[config.mk]
export PLATFORM = sky130hd
export DESIGN_NAME = run_controller
export DESIGN_NICKNAME = d
export VERILOG_FILES = /design/src/rtl/run_controller.sv
export SDC_FILE = /design/constraint.sdc
export NUM_CORES = 1
export LEC_CHECK = 0
export CAP_MARGIN = 15
export CORE_MARGIN = 2
export CORE_UTILIZATION = 25
export DETAILED_ROUTE_END_ITERATION = 7
export HOLD_SLACK_MARGIN = 0.03
export PLACE_DENSITY = 0.55
export SLEW_MARGIN = 20
export SYNTH_ARGS = -nofsm -noshare
export SYNTH_HDL_FRONTEND = slang
export SYNTH_SLANG_ARGS = --single-unit
[constraint.sdc]
create_clock -name i_oszClk -period 6.6 [get_ports i_oszClk]
set_clock_uncertainty 0.05 [all_clocks]
set_input_delay 0.99 -clock i_oszClk [delete_from_list [all_inputs] [get_ports i_oszClk]]
set_output_delay 0.99 -clock i_oszClk [all_outputs]
set_load 0.005 [all_outputs]
[src/rtl/run_controller.sv]
// run_controller: clock-enable and debug run controller for the EDiC CPU.
// Define RUNCTRL_CYCLE_COUNTER_EN to build the enabled-cycle counter.
module run_controller #(
  parameter int ADDR_WIDTH = 16,
  parameter int NUM_BREAKPOINTS = 4,
  parameter int DEBOUNCE_CYCLES = 1000,
  parameter int DIV_WIDTH = 8,
  localparam int BP_IDX_W =
    (NUM_BREAKPOINTS > 1) ? $clog2(NUM_BREAKPOINTS) : 1
) (
  input  logic                  i_oszClk,
  input  logic                  i_reset,
  input  logic                  i_btnStep,
  input  logic                  i_swInstrNCycle,
  input  logic                  i_swStepNRun,
  input  logic                  i_swEnableBreakpoint,
  input  logic                  i_instrDone,
  input  logic [ADDR_WIDTH-1:0] i_pc,
  input  logic                  i_bpWrEn,
  input  logic [BP_IDX_W-1:0]   i_bpIdx,
  input  logic [ADDR_WIDTH-1:0] i_bpAddr,
  input  logic                  i_bpValid,
  input  logic [DIV_WIDTH-1:0]  i_runDiv,
  input  logic                  i_clrCount,
  output logic                  o_cpuEn,
  output logic                  o_halted,
  output logic [BP_IDX_W-1:0]   o_bpHitIdx,
  output logic [2:0]            o_state,
  output logic [31:0]           o_cycleCount
);

  typedef enum logic [2:0] {
    STOPPED    = 3'd0,
    STEP_CYCLE = 3'd1,
    STEP_INSTR = 3'd2,
    RUN        = 3'd3,
    BREAK      = 3'd4
  } state_t;

  localparam int DB_W = $clog2(DEBOUNCE_CYCLES + 1);
  localparam logic [DB_W-1:0] DB_LAST =
    DB_W'(DEBOUNCE_CYCLES - 1);

  logic [1:0] btnSync;
  logic [1:0] instrSync;
  logic [1:0] bpEnSync;
  logic [1:0] stepRunSync;
  logic       btnS;
  logic       instrS;
  logic       bpEnS;
  logic       stepRunS;

  logic [DB_W-1:0] dbCnt;
  logic            dbLevel;
  logic            stepReq;

  logic [ADDR_WIDTH-1:0] bpAddr [NUM_BREAKPOINTS];
  logic [NUM_BREAKPOINTS-1:0] bpValid;
  logic                  anyHit;
  logic [BP_IDX_W-1:0]   hitIdx;
  logic                  bpMatch;

  state_t               state;
  state_t               nextState;
  logic [DIV_WIDTH-1:0] divCnt;
  logic                 skipOnce;
  logic                 setSkip;
  logic                 latchHit;
  logic [BP_IDX_W-1:0]  bpHitIdx;
  logic                 cpuEn;
  logic                 boundary;

  // Two-flop synchronizers; step/run resets to step so nothing runs
  // before the real switch position has been seen.
  always_ff @(posedge i_oszClk or posedge i_reset) begin
    if (i_reset) begin
      btnSync     <= 2'b00;
      instrSync   <= 2'b00;
      bpEnSync    <= 2'b00;
      stepRunSync <= 2'b11;
    end else begin
      btnSync     <= {btnSync[0], i_btnStep};
      instrSync   <= {instrSync[0], i_swInstrNCycle};
      bpEnSync    <= {bpEnSync[0], i_swEnableBreakpoint};
      stepRunSync <= {stepRunSync[0], i_swStepNRun};
    end
  end

  assign btnS     = btnSync[1];
  assign instrS   = instrSync[1];
  assign bpEnS    = bpEnSync[1];
  assign stepRunS = stepRunSync[1];

  // Debounce: accept a new level after DEBOUNCE_CYCLES stable cycles,
  // and pulse stepReq on an accepted press.
  always_ff @(posedge i_oszClk or posedge i_reset) begin
    if (i_reset) begin
      dbCnt   <= '0;
      dbLevel <= 1'b0;
      stepReq <= 1'b0;
    end else begin
      stepReq <= 1'b0;
      if (btnS == dbLevel) begin
        dbCnt <= '0;
      end else if (dbCnt == DB_LAST) begin
        dbLevel <= btnS;
        dbCnt   <= '0;
        stepReq <= btnS;
      end else begin
        dbCnt <= dbCnt + DB_W'(1);
      end
    end
  end

  // Breakpoint table write; a same-cycle compare still sees old contents.
  always_ff @(posedge i_oszClk or posedge i_reset) begin
    if (i_reset) begin
      for (int k = 0; k < NUM_BREAKPOINTS; k++) begin
        bpAddr[k]  <= '0;
        bpValid[k] <= 1'b0;
      end
    end else if (i_bpWrEn) begin
      for (int k = 0; k < NUM_BREAKPOINTS; k++) begin
        if (i_bpIdx == BP_IDX_W'(k)) begin
          bpAddr[k]  <= i_bpAddr;
          bpValid[k] <= i_bpValid;
        end
      end
    end
  end

  // Compare all entries against the PC; the lowest matching index wins.
  always_comb begin
    anyHit = 1'b0;
    hitIdx = '0;
    for (int k = NUM_BREAKPOINTS - 1; k >= 0; k--) begin
      if (bpValid[k] && (bpAddr[k] == i_pc)) begin
        anyHit = 1'b1;
        hitIdx = BP_IDX_W'(k);
      end
    end
  end

  assign bpMatch = bpEnS & anyHit & ~skipOnce;

  assign cpuEn = (state == STEP_CYCLE) |
                 (state == STEP_INSTR) |
                 ((state == RUN) && (divCnt == '0));

  assign boundary = i_instrDone & cpuEn;

  // Next-state decode for the debug FSM.
  always_comb begin
    nextState = state;
    setSkip   = 1'b0;
    latchHit  = 1'b0;
    case (state)
      STOPPED: begin
        if (!stepRunS) begin
          nextState = RUN;
        end else if (stepReq) begin
          nextState = instrS ? STEP_INSTR : STEP_CYCLE;
        end
      end
      STEP_CYCLE: begin
        nextState = STOPPED;
      end
      STEP_INSTR: begin
        if (i_instrDone) begin
          nextState = STOPPED;
        end
      end
      RUN: begin
        if (boundary) begin
          if (bpMatch) begin
            nextState = BREAK;
            latchHit  = 1'b1;
          end else if (stepRunS) begin
            nextState = STOPPED;
          end
        end
      end
      BREAK: begin
        if (stepReq) begin
          nextState = RUN;
          setSkip   = 1'b1;
        end else if (stepRunS) begin
          nextState = STOPPED;
        end
      end
      default: begin
        nextState = STOPPED;
      end
    endcase
  end

  // State register.
  always_ff @(posedge i_oszClk or posedge i_reset) begin
    if (i_reset) begin
      state <= STOPPED;
    end else begin
      state <= nextState;
    end
  end

  // Run-rate divider; held at zero outside RUN so entry enables at once.
  always_ff @(posedge i_oszClk or posedge i_reset) begin
    if (i_reset) begin
      divCnt <= '0;
    end else if ((state == RUN) && (nextState == RUN)) begin
      if (divCnt == '0) begin
        divCnt <= i_runDiv;
      end else begin
        divCnt <= divCnt - DIV_WIDTH'(1);
      end
    end else begin
      divCnt <= '0;
    end
  end

  // Skip-once lets a resume step past the breakpoint it stopped on.
  always_ff @(posedge i_oszClk or posedge i_reset) begin
    if (i_reset) begin
      skipOnce <= 1'b0;
    end else if (setSkip) begin
      skipOnce <= 1'b1;
    end else if (boundary) begin
      skipOnce <= 1'b0;
    end
  end

  // Remember which breakpoint caused the last halt.
  always_ff @(posedge i_oszClk or posedge i_reset) begin
    if (i_reset) begin
      bpHitIdx <= '0;
    end else if (latchHit) begin
      bpHitIdx <= hitIdx;
    end
  end

`ifdef RUNCTRL_CYCLE_COUNTER_EN
  logic [31:0] cycleCount;

  // Saturating count of enabled cycles; clear wins over increment.
  always_ff @(posedge i_oszClk or posedge i_reset) begin
    if (i_reset) begin
      cycleCount <= '0;
    end else if (i_clrCount) begin
      cycleCount <= '0;
    end else if (cpuEn && (cycleCount != 32'hFFFF_FFFF)) begin
      cycleCount <= cycleCount + 32'd1;
    end
  end

  assign o_cycleCount = cycleCount;
`else
  logic unusedClrCount;
  assign unusedClrCount = i_clrCount;
  assign o_cycleCount   = '0;
`endif

  assign o_cpuEn    = cpuEn;
  assign o_halted   = (state == BREAK);
  assign o_bpHitIdx = bpHitIdx;
  assign o_state    = state;

endmodule

==> metrics.yaml <==
clock_network:
  clock_latency_ps: 340
  post_cts_resize_count: 0
  cts_htree_levels: 3
  clock_path_buffers: 2
  worst_setup_hold_path_clk_slew_ps: 70
  cts_tree: "yes"
  number_of_sinks_on_the_clock_net: 102
  clock_tree_root_driver_cell: "sky130_fd_sc_hd__clkbuf_16"
  cts_hold_buffers: 0
  cts_made_buffers: 9
  cts_setup_buffers: 0
power_and_ir_drop:
  power_frac_comb_pct: 28.7
  netSwitchingPower_uw: 570.6
  switching_share_pct: 31.01
  powerDensity_nw_per_um2: 299.9
  power_report.internal_total_uw: 1269
  p_leak_uw: 0.002526
  power_frac_clock_pct: 27.3
  power.sequential.fraction_pct: 44.0
  peakVddDrop_mv: 0.1066
  p_total_uw: 1840
die:
  fp.dieArea_sq_um: 21370
  num_rows: 52
  initial_core_util_pct: 25.22
  floorplan.die.width_microns: 146.2
  io_pins: 91
  chipHeight_microns: 146.2
  design.core.area_sq_um: 20040
final_layout:
  nFillCells: 2053
  flow.area_growth_from_synthesis_pct: 21.42
  layout_commonest_cell: "sky130_fd_sc_hd__dfrtp_1"
  most-common-layout-cells: "100 x sky130_fd_sc_hd__dfrtp_1, 69 x sky130_fd_sc_hd__mux2_2, 57 x sky130_fd_sc_hd__clkdlybuf4s50_1, 38 x sky130_fd_sc_hd__xnor2_1, 37 x sky130_fd_sc_hd__xor2_1"
  fin_nets: 540
  postLayoutCoreUtil_pct: 30.62
  postLayoutCellArea_sq_um: 6136
  drive_gt1_share_pct: 20.37
  antennaDiodeCount: 0
  multiInputGateArea_sq_um: 2331
  seq_area_sq_um: 2555
timing:
  final-max-slew-violation-count: 0
  final_min_period_over_clock_period_pct: 59.92
  timing.setup.tns_ps: 0
  max_freq_mhz: 252.9
  final_period_minus_worst_setup_slack_ps: 3955
  finalWorstSetupSlack_ps: 2645
  slew_headroom_pct: 29.19
  setup_violations: 0
  grt_setup_unrepaired: "false"
  report.final.hold_viol_count: 0
  tightestPinTransition_ps: 1059
setup_path:
  timing.critical_path.cells: "inv_1 > ha_1 > or4b_4 > or4_4 > a211oi_4 > clkdlybuf4s50_1"
  timing.critical_path.to_type: "output port"
  timing.critical_path.from_type: "register"
  slowest_delay_ps: 550
  path_buf_inv: 2
  crit_fanout: 13
  worst-endpoint-arrival_ps: 2910
  worst-endpoint-required_ps: 5560
  critPathSlowestCell: "sky130_fd_sc_hd__or4_4"
  cp_top_family: "simple AND/OR/NAND/NOR gates"
  path_class: "reg2out"
yosys:
  syn-cell-area_sq_um: 5054
  synth.yosys.warnings: 0
  yosysTopAreaCellShare_pct: 49.52
  post_synth_main_area_contributors: "sky130_fd_sc_hd__dfrtp_1 50%, sky130_fd_sc_hd__mux2_2 15%, sky130_fd_sc_hd__xnor2_1 6.6%"
  synth.yosys.seq_area_share_pct: 50.56
  library_cell_with_the_largest_summed_area_after_synthesis: "sky130_fd_sc_hd__dfrtp_1"
  syn_avg_cell_area_sq_um: 11.98
  flop_and_latch_count_out_of_synthesis: 102
  netlist_instances: 422
  yosys.cell_types.count: 41
worst_hold_path:
  hold_class: "reg2reg"
global_route:
  grt_usage_pct: 10.22
  grt_antenna_before_repair: 0
  first_pass_grt_wire_length_mm: 17.18
  grt.overflow.total: 0
  via_count_of_the_first_global_routing_pass: 3197
  largest_net_degree_at_the_start_of_global_routing: 74
placed_design:
  preCtsSetupSlack_ps: 3018
  place_area_sq_um: 5829
  dp_hpwl_mm: 7.671
  portBuffers: 57
  globalplace.congestion: 0.7673
detailed_routing:
  drt_pre_antenna_iters: 4
  total_number_of_vias: 3187
  detail_route.wl_per_cell_microns: 14.03
  ant_nets: 0
  drt_drc_violations_left: 0
  vias_per_cell: 4.188
  detail_route.iter0.violations: 172
  drt_wl_total_mm: 10.68
flow_run:
  timing.max_cap.violations: 0
outcome:
  outcome: "complete, no violations"
cells in the mapped netlist (all sizes together):
library cell / n
o22ai: 1
buf: 33
a41oi: 1
nand2b: 1
nand2: 19
inv: 8
o2bb2ai: 1
and2: 1
ha: 2
o21ba: 1
clkbuf: 5
or4b: 1
and3: 2
o21ai: 12
or2: 2
o31ai: 1
conb: 1
nor4: 9
nor3: 14
xnor2: 38
dfrtp: 100
nor3b: 2
mux2i: 1
a21oi: 3
a21boi: 2
nand3: 7
nand4: 11
dfstp: 2
or4: 3
a21o: 2
xor2: 37
nand3b: 3
mux2: 69
a211oi: 2
nor2: 24
a2111oi: 1
layer usage:
metal  track usage (%)  part of all wire [%]
met1             13.96                    48
met2             16.91                    48
met3             1.812                   3.0
met4             2.476                   1.0
met5                 0                     0
flip-flops by register name, summed over array words and instances, names as in the netlist, 3 cells and up:
name and cells:
divCnt 8, bpAddr 64, dbCnt 10, o_state 3, bpValid 4
worst paths after layout:
kind / start / end / slack, ps / cells after the start
worst max-delay path: divCnt[0] / o_cpuEn / 2650 / 6
worst min register to register: bpEnSync[0] / bpEnSync[1] / 300 / 0
min in group asynchronous: i_reset / o_state[0] / 930 / 2
worst min-delay path: bpEnSync[0] / bpEnSync[1] / 300 / 0
max in group asynchronous: i_reset / bpAddr[20] / 4300 / 3
worst max register to register: divCnt[0] / o_state[0] / 3800 / 8
power groups by stage:
stage                     sequential, uW  clock (uW)  combinational (uW)
after floorplan                      805           0                 433
after CTS                            810         520                 534
after global routing                 823         543                 596
after global placement               815           0                 524
final                                810         502                 528
after detailed placement             822           0                 528
cell families (layout without fill, tap and decap cells):
logic type / count (synthesis) / after routing / synth area share (%)
other cells: 1 / 32 / 0.07420
mux: 70 / 70 / 15.57
fa+ha+maj: 2 / 2 / 0.4951
xor+xnor: 75 / 75 / 13.00
simple gates: 99 / 99 / 10.37
compound gates: 27 / 27 / 3.986
flops: 102 / 102 / 50.56
buf+inv: 46 / 84 / 5.942
cell type report:
cell class	instances	area share (%)
clock inverter	5	0.5302
tap	270	5.506
multi-input combinational	305	37.99
inverter	8	0.5302
timing repair buffer	60	9.849
clock buffer	11	3.956
sequential	102	41.64
metrics by stage:
step	cells	hold WS [ps]
floorplan	453	281.2
global placement	743	283.1
detailed placement	743	287.1
CTS	759	302.0
global route	761	314.8
finish	761	299.9
Note: power is estimated with default switching activity, not from simulation.
